## config.mk

```make
export PLATFORM = sky130hd
export DESIGN_NAME = l2_arbiter_flat
export DESIGN_NICKNAME = d
export VERILOG_FILES = /design/src/rtl/l2_arbiter_pkg.sv /design/src/rtl/l2_arbiter_if.sv /design/src/rtl/l2_arbiter_chk.sv /design/src/rtl/l2_arbiter_perf.sv /design/src/rtl/l2_arbiter.sv /design/src/flat_wrapper.sv
export SDC_FILE = /design/constraint.sdc
export NUM_CORES = 1
export LEC_CHECK = 0
export ABC_CLOCK_PERIOD_IN_PS = 2400
export CORE_AREA = 8 8 319 321
export DETAILED_ROUTE_END_ITERATION = 10
export DIE_AREA = 0 0 327 329
export PLACE_DENSITY = 0.36
export SYNTH_ARGS = -nofsm -noshare
export SYNTH_HDL_FRONTEND = slang
export SYNTH_SLANG_ARGS = --single-unit
```

## constraint.sdc

```tcl
create_clock -name clk -period 2.4 [get_ports clk]
set_clock_uncertainty 0.05 [all_clocks]
set_input_delay 0.24 -clock clk [delete_from_list [all_inputs] [get_ports clk]]
set_output_delay 0.24 -clock clk [all_outputs]
set_load 0.01 [all_outputs]
```

## src/rtl/l2_arbiter_pkg.sv

```systemverilog
// Shared types for the L2 port arbiter: line type, FSM states, requester ids
// and a saturating-increment helper used by the performance counters.
package l2_arbiter_pkg;

  typedef logic [127:0] lc3b_line;

  typedef enum logic [1:0] {
    ARB_IDLE    = 2'd0,
    ARB_SERVE_I = 2'd1,
    ARB_SERVE_D = 2'd2
  } lc3b_arb_state;

  typedef enum logic {
    ARB_I = 1'b0,
    ARB_D = 1'b1
  } lc3b_arb_id;

  // Increment by one when enabled, sticking at all-ones instead of wrapping.
  function automatic logic [15:0] sat_inc16(input logic [15:0] value, input logic en);
    if (en && (value != 16'hFFFF)) begin
      return value + 16'd1;
    end else begin
      return value;
    end
  endfunction

endpackage

```

## src/rtl/l2_arbiter_if.sv

```systemverilog
// Bundle of the icache, dcache and L2 line ports around the arbiter.
// slave  : the arbiter's view (requests in, L2 requests out).
// master : the surrounding caches' and L2's view.
interface l2_arbiter_if #(
  parameter int unsigned ADDR_W = 16,
  parameter int unsigned LINE_W = 128
);
  import l2_arbiter_pkg::*;

  logic              i_read;
  logic              i_write;
  logic [ADDR_W-1:0] i_address;
  logic [LINE_W-1:0] i_wdata;
  logic [LINE_W-1:0] i_rdata;
  logic              i_resp;

  logic              d_read;
  logic              d_write;
  logic [ADDR_W-1:0] d_address;
  logic [LINE_W-1:0] d_wdata;
  logic [LINE_W-1:0] d_rdata;
  logic              d_resp;

  logic              l2_read;
  logic              l2_write;
  logic [ADDR_W-1:0] l2_address;
  logic [LINE_W-1:0] l2_wdata;
  logic [LINE_W-1:0] l2_rdata;
  logic              l2_resp;

  modport slave (
    input  i_read, i_write, i_address, i_wdata,
    output i_rdata, i_resp,
    input  d_read, d_write, d_address, d_wdata,
    output d_rdata, d_resp,
    output l2_read, l2_write, l2_address, l2_wdata,
    input  l2_rdata, l2_resp
  );

  modport master (
    output i_read, i_write, i_address, i_wdata,
    input  i_rdata, i_resp,
    output d_read, d_write, d_address, d_wdata,
    input  d_rdata, d_resp,
    input  l2_read, l2_write, l2_address, l2_wdata,
    output l2_rdata, l2_resp
  );

endinterface

```

## src/rtl/l2_arbiter_chk.sv

```systemverilog
// Protocol checker for the arbiter's requesters: read and write together is illegal.
module l2_arbiter_chk (
  input logic clk,
  input logic reset,
  input logic i_read,
  input logic i_write,
  input logic d_read,
  input logic d_write
);

  a_i_rw_excl: assert property (@(posedge clk) disable iff (reset) !(i_read && i_write));
  a_d_rw_excl: assert property (@(posedge clk) disable iff (reset) !(d_read && d_write));

endmodule

```

## src/rtl/l2_arbiter_perf.sv

```systemverilog
// Saturating event counters for the L2 arbiter (only built with L2_ARB_PERF_EN).
module l2_arbiter_perf
  import l2_arbiter_pkg::*;
(
  input  logic        clk,
  input  logic        reset,
  input  logic        i_done,
  input  logic        d_done,
  input  logic        stall,
  output logic [15:0] perf_i_grants,
  output logic [15:0] perf_d_grants,
  output logic [15:0] perf_stall
);

  // Count completions per requester and cycles spent waiting behind the other.
  always_ff @(posedge clk) begin
    if (reset) begin
      perf_i_grants <= 16'd0;
      perf_d_grants <= 16'd0;
      perf_stall    <= 16'd0;
    end else begin
      perf_i_grants <= sat_inc16(perf_i_grants, i_done);
      perf_d_grants <= sat_inc16(perf_d_grants, d_done);
      perf_stall    <= sat_inc16(perf_stall, stall);
    end
  end

endmodule

```

## src/rtl/l2_arbiter.sv

```systemverilog
// Shares the unified L2 port between icache and dcache miss paths.
// One line transaction at a time, round-robin on simultaneous requests, and a
// mandatory idle cycle after every completion. Optional counters are enabled
// with the L2_ARB_PERF_EN macro.
module l2_arbiter
  import l2_arbiter_pkg::*;
#(
  parameter int unsigned ADDR_W = 16,
  parameter int unsigned LINE_W = 128
) (
  input  logic         clk,
  input  logic         reset,
  l2_arbiter_if.slave  bus
`ifdef L2_ARB_PERF_EN
  ,
  output logic [15:0]  perf_i_grants,
  output logic [15:0]  perf_d_grants,
  output logic [15:0]  perf_stall
`endif
);

  lc3b_arb_state     state_r;
  lc3b_arb_state     state_nxt_s;
  lc3b_arb_id        last_grant_r;
  lc3b_arb_id        last_grant_nxt_s;
  logic [LINE_W-1:0] i_rdata_r;
  logic [LINE_W-1:0] d_rdata_r;

  logic              i_req_s;
  logic              d_req_s;
  logic              i_done_s;
  logic              d_done_s;
  logic              sel_read_s;
  logic              sel_write_s;
  logic [ADDR_W-1:0] sel_address_s;
  logic [LINE_W-1:0] sel_wdata_s;

  assign i_req_s = bus.i_read | bus.i_write;
  assign d_req_s = bus.d_read | bus.d_write;

  // State, grant history and returned-line holding registers.
  always_ff @(posedge clk) begin
    if (reset) begin
      state_r      <= ARB_IDLE;
      last_grant_r <= ARB_D;
      i_rdata_r    <= '0;
      d_rdata_r    <= '0;
    end else begin
      state_r      <= state_nxt_s;
      last_grant_r <= last_grant_nxt_s;
      if (i_done_s) begin
        i_rdata_r <= bus.l2_rdata;
      end else begin
        i_rdata_r <= i_rdata_r;
      end
      if (d_done_s) begin
        d_rdata_r <= bus.l2_rdata;
      end else begin
        d_rdata_r <= d_rdata_r;
      end
    end
  end

  // Arbitration decision in IDLE; L2 port steering and completion in SERVE.
  always_comb begin
    state_nxt_s      = state_r;
    last_grant_nxt_s = last_grant_r;
    i_done_s         = 1'b0;
    d_done_s         = 1'b0;
    sel_read_s       = 1'b0;
    sel_write_s      = 1'b0;
    sel_address_s    = '0;
    sel_wdata_s      = '0;
    case (state_r)
      ARB_IDLE: begin
        // Requester inputs only feed the registered decision here, never l2_*.
        if (i_req_s && d_req_s) begin
          if (last_grant_r == ARB_I) begin
            state_nxt_s = ARB_SERVE_D;
          end else begin
            state_nxt_s = ARB_SERVE_I;
          end
        end else if (i_req_s) begin
          state_nxt_s = ARB_SERVE_I;
        end else if (d_req_s) begin
          state_nxt_s = ARB_SERVE_D;
        end else begin
          state_nxt_s = ARB_IDLE;
        end
      end
      ARB_SERVE_I: begin
        sel_read_s    = bus.i_read;
        sel_write_s   = bus.i_write;
        sel_address_s = bus.i_address;
        sel_wdata_s   = bus.i_wdata;
        if (bus.l2_resp) begin
          i_done_s         = 1'b1;
          last_grant_nxt_s = ARB_I;
          state_nxt_s      = ARB_IDLE;
        end else begin
          state_nxt_s = ARB_SERVE_I;
        end
      end
      ARB_SERVE_D: begin
        sel_read_s    = bus.d_read;
        sel_write_s   = bus.d_write;
        sel_address_s = bus.d_address;
        sel_wdata_s   = bus.d_wdata;
        if (bus.l2_resp) begin
          d_done_s         = 1'b1;
          last_grant_nxt_s = ARB_D;
          state_nxt_s      = ARB_IDLE;
        end else begin
          state_nxt_s = ARB_SERVE_D;
        end
      end
      default: begin
        state_nxt_s = ARB_IDLE;
      end
    endcase
  end

  assign bus.l2_read    = sel_read_s;
  assign bus.l2_write   = sel_write_s;
  assign bus.l2_address = sel_address_s;
  assign bus.l2_wdata   = sel_wdata_s;

  // The completing line is passed straight through, then held in the register.
  assign bus.i_resp  = i_done_s;
  assign bus.d_resp  = d_done_s;
  assign bus.i_rdata = i_done_s ? bus.l2_rdata : i_rdata_r;
  assign bus.d_rdata = d_done_s ? bus.l2_rdata : d_rdata_r;

  l2_arbiter_chk u_chk (
    .clk     (clk),
    .reset   (reset),
    .i_read  (bus.i_read),
    .i_write (bus.i_write),
    .d_read  (bus.d_read),
    .d_write (bus.d_write)
  );

`ifdef L2_ARB_PERF_EN
  logic stall_s;

  // A stall cycle is one where a requester waits while the port serves the other.
  assign stall_s = ((state_r == ARB_SERVE_I) && d_req_s) ||
                   ((state_r == ARB_SERVE_D) && i_req_s);

  l2_arbiter_perf u_perf (
    .clk           (clk),
    .reset         (reset),
    .i_done        (i_done_s),
    .d_done        (d_done_s),
    .stall         (stall_s),
    .perf_i_grants (perf_i_grants),
    .perf_d_grants (perf_d_grants),
    .perf_stall    (perf_stall)
  );
`endif

endmodule

```

## src/flat_wrapper.sv

```systemverilog
// flat-port wrapper written by rule: the top's interface ports become plain ports
module l2_arbiter_flat import l2_arbiter_pkg::*;
#(
  parameter int unsigned ADDR_W = 16,
  parameter int unsigned LINE_W = 128
)
  (clk, reset, bus_i_read, bus_i_write, bus_i_address, bus_i_wdata, bus_i_rdata, bus_i_resp, bus_d_read, bus_d_write, bus_d_address, bus_d_wdata, bus_d_rdata, bus_d_resp, bus_l2_read, bus_l2_write, bus_l2_address, bus_l2_wdata, bus_l2_rdata, bus_l2_resp);
  l2_arbiter_if #(.ADDR_W(ADDR_W), .LINE_W(LINE_W)) bus_i ();
  input  logic clk;
  input  logic reset;
  input wire logic [$bits(bus_i.i_read)-1:0] bus_i_read;
  input wire logic [$bits(bus_i.i_write)-1:0] bus_i_write;
  input wire logic [$bits(bus_i.i_address)-1:0] bus_i_address;
  input wire logic [$bits(bus_i.i_wdata)-1:0] bus_i_wdata;
  output wire logic [$bits(bus_i.i_rdata)-1:0] bus_i_rdata;
  output wire logic [$bits(bus_i.i_resp)-1:0] bus_i_resp;
  input wire logic [$bits(bus_i.d_read)-1:0] bus_d_read;
  input wire logic [$bits(bus_i.d_write)-1:0] bus_d_write;
  input wire logic [$bits(bus_i.d_address)-1:0] bus_d_address;
  input wire logic [$bits(bus_i.d_wdata)-1:0] bus_d_wdata;
  output wire logic [$bits(bus_i.d_rdata)-1:0] bus_d_rdata;
  output wire logic [$bits(bus_i.d_resp)-1:0] bus_d_resp;
  output wire logic [$bits(bus_i.l2_read)-1:0] bus_l2_read;
  output wire logic [$bits(bus_i.l2_write)-1:0] bus_l2_write;
  output wire logic [$bits(bus_i.l2_address)-1:0] bus_l2_address;
  output wire logic [$bits(bus_i.l2_wdata)-1:0] bus_l2_wdata;
  input wire logic [$bits(bus_i.l2_rdata)-1:0] bus_l2_rdata;
  input wire logic [$bits(bus_i.l2_resp)-1:0] bus_l2_resp;
  assign bus_i.i_read = bus_i_read;
  assign bus_i.i_write = bus_i_write;
  assign bus_i.i_address = bus_i_address;
  assign bus_i.i_wdata = bus_i_wdata;
  assign bus_i_rdata = bus_i.i_rdata;
  assign bus_i_resp = bus_i.i_resp;
  assign bus_i.d_read = bus_d_read;
  assign bus_i.d_write = bus_d_write;
  assign bus_i.d_address = bus_d_address;
  assign bus_i.d_wdata = bus_d_wdata;
  assign bus_d_rdata = bus_i.d_rdata;
  assign bus_d_resp = bus_i.d_resp;
  assign bus_l2_read = bus_i.l2_read;
  assign bus_l2_write = bus_i.l2_write;
  assign bus_l2_address = bus_i.l2_address;
  assign bus_l2_wdata = bus_i.l2_wdata;
  assign bus_i.l2_rdata = bus_l2_rdata;
  assign bus_i.l2_resp = bus_l2_resp;
  l2_arbiter #(.ADDR_W(ADDR_W), .LINE_W(LINE_W)) u_core (.clk(clk), .reset(reset), .bus(bus_i));
endmodule
```

==> impl_metrics.yaml, run 1 <==
run_status:
  status: "finished with violations"
  failed_checks: "negative setup slack"
global_routing:
  grt_max_degree: 62
  grtUsageTotal: 0.166
  grt_pass1_wl_microns: 125000
  grt_remaining_overflow: 0
  antenna_found_initial: 27
  grt_pass1_vias: 14182
power_and_ir_drop:
  p_per_area_nw_per_um2: 567
  netSwitchingFraction: 0.298
  p_seq_frac: 0.275
  comb_power_share: 0.388
  p_int_mw: 11.6
  peakVddDrop_v: 0.000383
  p_leak_nw: 12.1
  switching_power_mw: 4.92
  power.share.clock: 0.337
finish:
  final_cell_mix: "clkdlybuf4s50_1 (421), buf_6 (331), nor2b_1 (307), dfxtp_1 (257), mux2_4 (230)"
  fin_cells: 3529
  syn2layout_area_growth_pct: 137
  drive_gt1_frac: 0.530
  fin_nets: 2636
  final_area_sq_um: 29100
  utilization: 0.300
  final_common_cell: "clkdlybuf4s50_1"
cts:
  clk_path_buf_depth: 3
  numClockSinks: 259
  insertion_delay_ns: 0.54
  clk_pin_slew_ns: 0.06
  cts-root-buf: "clkbuf_16"
  h-tree-depth: 2
  cts_tree: "done"
  cts_hold_buf: 0
  cts_inserted_buffers: 37
detailed_routing:
  first_pass_iters: 5
  wl_per_cell_microns: 27.0
  drtIter0Drc: 584
  post-route-drc-count: 0
  ant_nets: 0
  routed_via_density: 3.77
  drt_wl_total_microns: 95300
  via_count: 13288
timing:
  rsz0062_at_grt: "yes"
  final-hold-violation-count: 0
  worst_slew_pin_slew_ns: 0.662
  fmax_mhz: 386
  postLayoutSetupSlackWorst_ns: -0.189
  finalWorstPathRequiredPeriod_ns: 2.59
  finalCritPeriodShare: 1.08
  tns_ns: -17.61
  slew_violations: 0
  finalSetupViolCount: 251
  slew_headroom: 0.559
die:
  start_util: 0.126
  coreArea_sq_um: 97100
  num_io_pins: 827
  fp.dieArea_sq_um: 108000
  die_w_microns: 327
  die_h_microns: 329
  rows: 115
yosys:
  syn_inst: 1187
  synth_fp_nets: 1614
  postSynthAreaPerCell_sq_um: 10.3
  synth_warnings: 0
  ys_types: 20
  syn-cell-area_sq_um: 12300
  seq_area_frac_synth: 0.422
  postSynthRegisterBits: 259
place:
  io_buffers: 826
  place_congestion: 0.931
  dp_worst_setup_slack_ns: -0.237
  dp_hpwl_microns: 75200
  place_area_sq_um: 23500
  place_inst: 3311
setup_path:
  cp.required_ns: 2.11
  crit_type: "reg2out"
  endpoint_kind: "primary output"
  worstPathArrival_ns: 2.30
  cp_max_fo: 12
  startpoint_type: "register"
run:
  maxCapViolations: 0
hold_path:
  hp-class: "in2reg"
==> final cells by class <==
cell class                 instances  area, sq um
clock buffer                      56         1100
multi-input combinational        819         8750
fill                           10068        68000
tap                             1287         1610
inverter                           4         27.5
timing repair buffer            1088        12300
clock inverter                     8          119
sequential                       259         5190
antenna                            8         20.0
==> power groups by stage <==
stage	logic [mW]	registers, mW	clock network (mW)
global route	6.69	4.55	5.98
floorplan	1.62	4.60	0
CTS	5.84	4.53	5.81
finish	6.41	4.54	5.56
detailed placement	4.68	4.62	0
global placement	4.68	4.61	0
==> logic make-up after synthesis <==
kind of cell,after synthesis,share of synthesized area
AND/OR/NAND/NOR,408,0.207
flip-flops,259,0.422
multiplexers,256,0.235
AO/OA/AOI/OAI,151,0.0924
buffers and inverters,109,0.0388
adder cells (fa/ha/maj),4,0.00408
==> per-stage QoR <==
| stage | hold slack (ns) | total power, mW |
|---|---|---|
| floorplan | 0.372 | 6.22 |
| global placement | 0.416 | 9.29 |
| detailed placement | 0.434 | 9.30 |
| CTS | 0.220 | 16.2 |
| global route | 0.237 | 17.2 |
| finish | 0.249 | 16.5 |
==> registers in the layout (all words and copies together) (netlist names) <==
signal / cells
u_core.i_rdata_r: 128
u_core.state_r: 2
u_core.last_grant_r: 1
u_core.d_rdata_r: 128
==> metal layers <==
layer / up-vias / routed length (microns) / track usage
met5: - / 69 / 0
met4: 10 / 3740 / 0.0471
met3: 128 / 6750 / 0.0508
met2: 597 / 51800 / 0.326
met1: 6418 / 33000 / 0.165
li1: 6135 / - / -
==> worst max-delay path, cell delays in order, from the launching register on <==
cell and delay (ns):
dfxtp_4 0.38, inv_4 0.05, ha_4 0.18, buf_12 0.16, buf_12 0.17, buf_8 0.14
a22oi_2 0.27, nor2b_1 0.09, buf_4 0.16, buf_12 0.12
==> cell usage after synthesis, drive strengths merged <==
cell	count	area (sq um)
nand2	2	7.51
ha	4	50.1
nand3b	1	7.51
o221ai	1	8.76
nor2b	402	2510
buf	34	195
o21ai	1	5.00
nor2	1	3.75
a211oi	2	15.0
a211o	1	8.76
clkbuf	71	267
mux2	256	2880
nand2b	2	12.5
inv	4	15.0
a22oi	146	1100
dfxtp	259	5180
==> path summary, 6_finish.rpt <==
path	from	end	slack, ns	cells after the start
setup / recovery	u_core.state_r[0]$_SDFF_PP0_	bus_l2_wdata[58]	-0.19	9
hold / removal	reset	u_core.d_rdata_r[124]$_SDFF_PP0_	0.25	2
setup reg to reg	u_core.state_r[1]$_SDFF_PP0_	u_core.i_rdata_r[33]$_SDFF_PP0_	0.42	11
hold reg to reg	u_core.last_grant_r$_SDFFE_PP1P_	u_core.last_grant_r$_SDFFE_PP1P_	0.45	1
==> what timing repair did <==
action                                  4_1_cts  5_1_grt
setup buffers                                81       81
pin swaps                                    17       16
cloned                                       28        3
gates resized for setup                    1683      743
endpoints found under the setup margin      403      399
hold endpoints to repair                      0        0
Note: power is estimated with default switching activity, not from simulation.
==> inputs of run 2 (changes only) <==
- CORE_AREA: 8 8 319 321 -> 8 8 315 317
- DIE_AREA: 0 0 327 329 -> 0 0 323 325
- GPL_TIMING_DRIVEN: not set -> 0
- PLACE_DENSITY: 0.36 -> 0.37
==> run 2 against run 1 <==
The flow still finishes with violations (negative setup slack). Worst setup slack lost 0.038 ns. Largest power group is now clock. Critical path type unchanged. Register-to-register slack is essentially flat. Clock power shrank 7.2%.
==> impl_metrics.yaml, run 2 (synthesized netlist as in run 1, its figures left out) <==
hold_path:
  worstHoldStart: "reset"
  hp-class: "in2reg"
finish:
  final_area_sq_um: 25400
  drive_gt1_frac: 0.393
  largestRegisters: "u_core.d_rdata_r: 128 flops, u_core.i_rdata_r: 128 flops, u_core.state_r: 2 flops"
  final_common_cell: "clkdlybuf4s50_1"
  syn2layout_area_growth_pct: 107
  final_cell_mix: "clkdlybuf4s50_1 (427), nor2b_1 (346), dfxtp_1 (257), clkbuf_2 (121), a22oi_2 (112)"
  fin_nets: 2545
  fill_cells: 10138
  utilization: 0.269
power_and_ir_drop:
  p_leak_nw: 11.1
  p_total_mw: 14.8
  p_per_area_nw_per_um2: 585
  peakVddDrop_v: 0.000369
global_routing:
  antenna_found_initial: 14
  grt_pass1_vias: 13870
  grt_remaining_overflow: 0
  grt_max_degree: 11
  grt_pass1_wl_microns: 131000
  grtUsageTotal: 0.181
detailed_routing:
  first_pass_iters: 5
  post-route-drc-count: 0
  routed_via_density: 3.74
  wl_per_cell_microns: 29.7
  drt_wl_total_microns: 101000
  drtIter0Drc: 407
  ant_nets: 0
  via_count: 12751
setup_path:
  cp_max_fo: 8
  critPathLaunch: "u_core.state_r[1]$_SDFF_PP0_"
  crit_type: "reg2out"
  regToRegSetupSlack_ns: 0.41
  endpoint_kind: "primary output"
  startpoint_type: "register"
  slowest_delay_ns: 0.38
  rr_startpoint: "u_core.state_r[0]$_SDFF_PP0_"
  worstPathArrival_ns: 2.34
  path_cells: "inv_4 > ha_4 > nand2_4 > inv_6 > buf_12 > buf_4 > buf_12 > buf_4 > mux2_1 > clkbuf_2"
  worst-path-buf-inv: 7
  slowest_stage: "dfxtp_4"
  cp_top_family: "buffers and inverters"
  cp.required_ns: 2.11
cts:
  clk_path_buf_depth: 3
  cts-root-buf: "clkbuf_16"
  h-tree-depth: 2
  cts_tree: "done"
  insertion_delay_ns: 0.54
  cts_hold_buf: 0
  numClockSinks: 259
  cts_inserted_buffers: 36
  clk_pin_slew_ns: 0.06
die:
  num_io_pins: 827
  coreArea_sq_um: 94200
  start_util: 0.130
  rows: 113
  die_h_microns: 325
  die_w_microns: 323
  fp.dieArea_sq_um: 105000
timing:
  finalWorstPathRequiredPeriod_ns: 2.63
  whs_ns: 0.378
  slew_headroom: 0.265
  rsz0062_at_grt: "yes"
  final-hold-violation-count: 0
  postLayoutSetupSlackWorst_ns: -0.226
  finalCritPeriodShare: 1.09
  finalSetupViolCount: 331
  fmax_mhz: 381
  slew_violations: 0
  worst_slew_pin_slew_ns: 1.10
run_status:
  status: "finished with violations"
  failed_checks: "negative setup slack"
place:
  io_buffers: 825
  place_area_sq_um: 22100
  place_congestion: 0.966
  dp_hpwl_microns: 86000
  dp_worst_setup_slack_ns: -1.04
run:
  maxCapViolations: 0
-- run 2: cell count changes in the layout (fill, tap and decap cells not counted), sizes merged, moves of 17 or more --
cell,change
clkdlybuf4s15,+17
dlymetal6s2s,+37
buf,-336
dlygate4sd2,+38
clkbuf,+148
-- run 2: worst paths after layout --
| path | to | cells after the start |
|---|---|---|
| max | bus_i_rdata[22] | 10 |
| min | u_core.i_rdata_r[2]$_SDFF_PP0_ | 3 |
| max reg2reg | u_core.d_rdata_r[65]$_SDFF_PP0_ | 9 |
| min reg2reg | u_core.last_grant_r$_SDFFE_PP1P_ | 1 |
-- run 2: worst reg2reg max path, cell delays in order, from the launching register on --
cell and delay (ns):
dfxtp_4 0.36, inv_4 0.07, ha_4 0.19, nand2_8 0.11, buf_12 0.19, buf_8 0.16
clkbuf_16 0.15, mux2_4 0.31, buf_4 0.13, nor2b_1 0.12
-- run 2: report_power, final --
| part | switching [mW] | total [mW] | internal (mW) |
|---|---|---|---|
| Combinational | 2.43 | 5.14 | 2.71 |
| Clock | 2.07 | 5.16 | 3.09 |
| Sequential | 0.0477 | 4.53 | 4.48 |
| Total | 4.54 | 14.8 | 10.3 |
-- run 2: area by class of cell --
cell class	instances	area (sq um)	area share
Timing Repair Buffer	895	8230	0.324
Multi-Input combinational cell	819	7810	0.308
Sequential cell	259	5190	0.205
Tap cell	1265	1580	0.0624
Buffer	103	1390	0.0550
Clock buffer	52	1070	0.0423
Clock inverter	6	48.8	0.00192
Inverter	4	25.0	0.000987
Antenna cell	2	5.00	0.000197
-- run 2: timing repair --
action | CTS | global route
gates cloned | 5 | 7
setup endpoints to repair | 549 | 402
gates resized for setup | 1223 | 706
pin swaps | 60 | 11
setup buffers | 19 | 40
-- run 2: per-stage QoR --
stage | instances | setup TNS, ns
after floorplan | 1187 | 0
after global placement | 3277 | -265.09
after CTS | 3359 | -113.51
after detailed placement | 3277 | -273.01
after global routing | 3404 | -68.44
final | 3405 | -34.36
-- run 2: layer usage --
metal	part of all wire	GRT usage	vias to the layer above
li1	-	-	5940
met1	0.36	0.187	6168
met2	0.53	0.347	548
met3	0.087	0.0630	95
met4	0.025	0.0365	0
met5	0	0	-
==> inputs of run 3 (changes only) <==
- CORE_AREA: 8 8 315 317 -> 5 5 321 323
- DIE_AREA: 0 0 323 325 -> 0 0 326 328
- PLACE_DENSITY: 0.37 -> 0.35
==> run 3 against run 2 <==
The run still ends with negative setup slack left. Wire length increased by 0.16%. Maximum frequency is 3.2% lower. Design area is 7.0% higher. Global-route usage down 1.2 points. Count of clock-buffer cells in the layout increased by 4. Sequential cell count did not move. Non-clock buffer count rose by 90. Largest power group is now combinational cells.
==> impl_metrics.yaml, run 3 (synthesized netlist as in run 1, its figures left out) <==
run_status:
  status: "finished with violations"
  failed_checks: "negative setup slack"
cts:
  cts_tree: "done"
  numClockSinks: 259
  cts-root-buf: "clkbuf_16"
  cts_hold_buf: 0
  cts_inserted_buffers: 37
  h-tree-depth: 2
  clk_path_buf_depth: 3
  insertion_delay_ns: 0.54
  clk_pin_slew_ns: 0.06
power_and_ir_drop:
  peakVddDrop_v: 0.000372
  p_seq_frac: 0.291
  p_total_mw: 15.6
  netSwitchingFraction: 0.309
  power.share.clock: 0.351
  p_int_mw: 10.8
  switching_power_mw: 4.81
  p_leak_nw: 11.8
  comb_power_share: 0.358
  p_per_area_nw_per_um2: 574
timing:
  finalCritPeriodShare: 1.13
  rsz0062_at_grt: "yes"
  slew_headroom: 0.225
  finalSetupViolCount: 364
  fmax_mhz: 369
  whs_ns: 0.411
  slew_violations: 0
  worst_slew_pin_slew_ns: 1.16
  finalWorstPathRequiredPeriod_ns: 2.71
  postLayoutSetupSlackWorst_ns: -0.312
  final-hold-violation-count: 0
  tns_ns: -41.76
setup_path:
  cp.required_ns: 2.11
  cp_max_fo: 5
  worstPathArrival_ns: 2.42
  endpoint_kind: "primary output"
  worst-path-buf-inv: 5
  startpoint_type: "register"
  cpMostUsedCell: "buf_12"
  cp_top_family: "buffers and inverters"
  worst-path-stages: 8
  path_cells: "buf_6 > ha_4 > buf_12 > buf_12 > clkbuf_16 > a22oi_2 > nor2b_1 > buf_2"
  ff2ff_path_depth: 9
  slowest_stage: "a22oi_2"
  slowest_delay_ns: 0.52
  crit_type: "reg2out"
detailed_routing:
  via_count: 13219
  ant_nets: 0
  post-route-drc-count: 0
  drtIter0Drc: 390
  drt_wl_total_microns: 101000
  routed_via_density: 3.73
  wl_per_cell_microns: 28.6
  first_pass_iters: 6
finish:
  drive_gt1_frac: 0.481
  fin_cells: 3544
  largestRegisters: "u_core.d_rdata_r: 128 flops, u_core.i_rdata_r: 128 flops, u_core.state_r: 2 flops"
  syn2layout_area_growth_pct: 121
  utilization: 0.273
  final_cell_mix: "clkdlybuf4s50_1 (421), nor2b_1 (353), dfxtp_1 (257), buf_6 (186), mux2_4 (168)"
  final_area_sq_um: 27100
  final_common_cell: "clkdlybuf4s50_1"
  fin_nets: 2636
place:
  dp_hpwl_microns: 81800
  place_area_sq_um: 22200
  place_inst: 3310
  io_buffers: 825
  place_congestion: 0.957
  dp_worst_setup_slack_ns: -1.20
hold_path:
  whs_path_depth: 3
  hp-class: "in2reg"
die:
  coreArea_sq_um: 99600
  start_util: 0.123
  die_h_microns: 328
  fp.dieArea_sq_um: 107000
  die_w_microns: 326
  num_io_pins: 827
  rows: 116
global_routing:
  grt_max_degree: 12
  antenna_found_initial: 24
  grt_pass1_wl_microns: 125000
  grt_pass1_vias: 13672
  grt_remaining_overflow: 0
  grtUsageTotal: 0.169
run:
  maxCapViolations: 0
## run 3: changes by cell type in the layout (fill, tap and decap cells not counted), sizes merged
cell           delta
clkdlybuf4s50     -6
dlygate4sd2      -42
clkinvlp          +3
clkdlybuf4s15    -16
clkdlybuf4s18     -1
diode             +6
buf             +174
clkinv            +2
dlymetal6s2s      -9
clkbuf            -6
bufinv            +1
## run 3: cell type report
class                      instances  area (sq um)
timing repair buffer             990          9690
clock buffer                      56          1080
tap                             1298          1620
fill                           10606         72400
multi-input combinational        819          8090
antenna                            8          20.0
clock inverter                    12           124
buffer                            98          1290
sequential                       259          5190
inverter                           4          31.3
## run 3: routing by layer
layer  track usage  wire [microns]  up-vias
met4        0.0411            3070        8
met5             0              47        -
met1         0.180           37300     6392
met2         0.320           53500      565
li1              -               -     6133
met3        0.0571            7480      121
## run 3: final timing paths
path                            slack [ns]                               end                             start
worst max-delay path                 -0.31                  bus_l2_wdata[34]      u_core.state_r[1]$_SDFF_PP0_
worst min-delay path                  0.41   u_core.i_rdata_r[44]$_SDFF_PP0_                  bus_l2_rdata[44]
worst max register to register        0.33  u_core.d_rdata_r[111]$_SDFF_PP0_      u_core.state_r[1]$_SDFF_PP0_
worst min register to register        0.47  u_core.last_grant_r$_SDFFE_PP1P_  u_core.last_grant_r$_SDFFE_PP1P_
## run 3: power by group through the flow
stage / Clock [mW] / Sequential (mW) / Combinational, mW
after floorplan: 0 / 4.60 / 1.62
after global placement: 0 / 4.61 / 4.35
final: 5.47 / 4.53 / 5.58
after detailed placement: 0 / 4.62 / 4.35
after global routing: 5.90 / 4.55 / 5.84
after CTS: 5.76 / 4.53 / 4.80
## run 3: repair_timing
| item | CTS | global route |
|---|---|---|
| resized for setup | 995 | 1436 |
| gates cloned | 6 | 24 |
| hold endpoints to repair | 0 | 0 |
| endpoints found under the setup margin | 561 | 392 |
| pin swaps | 36 | 64 |
| setup buffers | 12 | 127 |
## run 3: worst register-to-register path, cell delays in order (launching register included)
cell and delay (ns):
dfxtp_2 0.36, buf_6 0.12, ha_4 0.19, nand2_8 0.11
clkbuf_16 0.22, buf_8 0.14, clkbuf_16 0.16, mux2_4 0.34
buf_4 0.14, nor2b_1 0.11
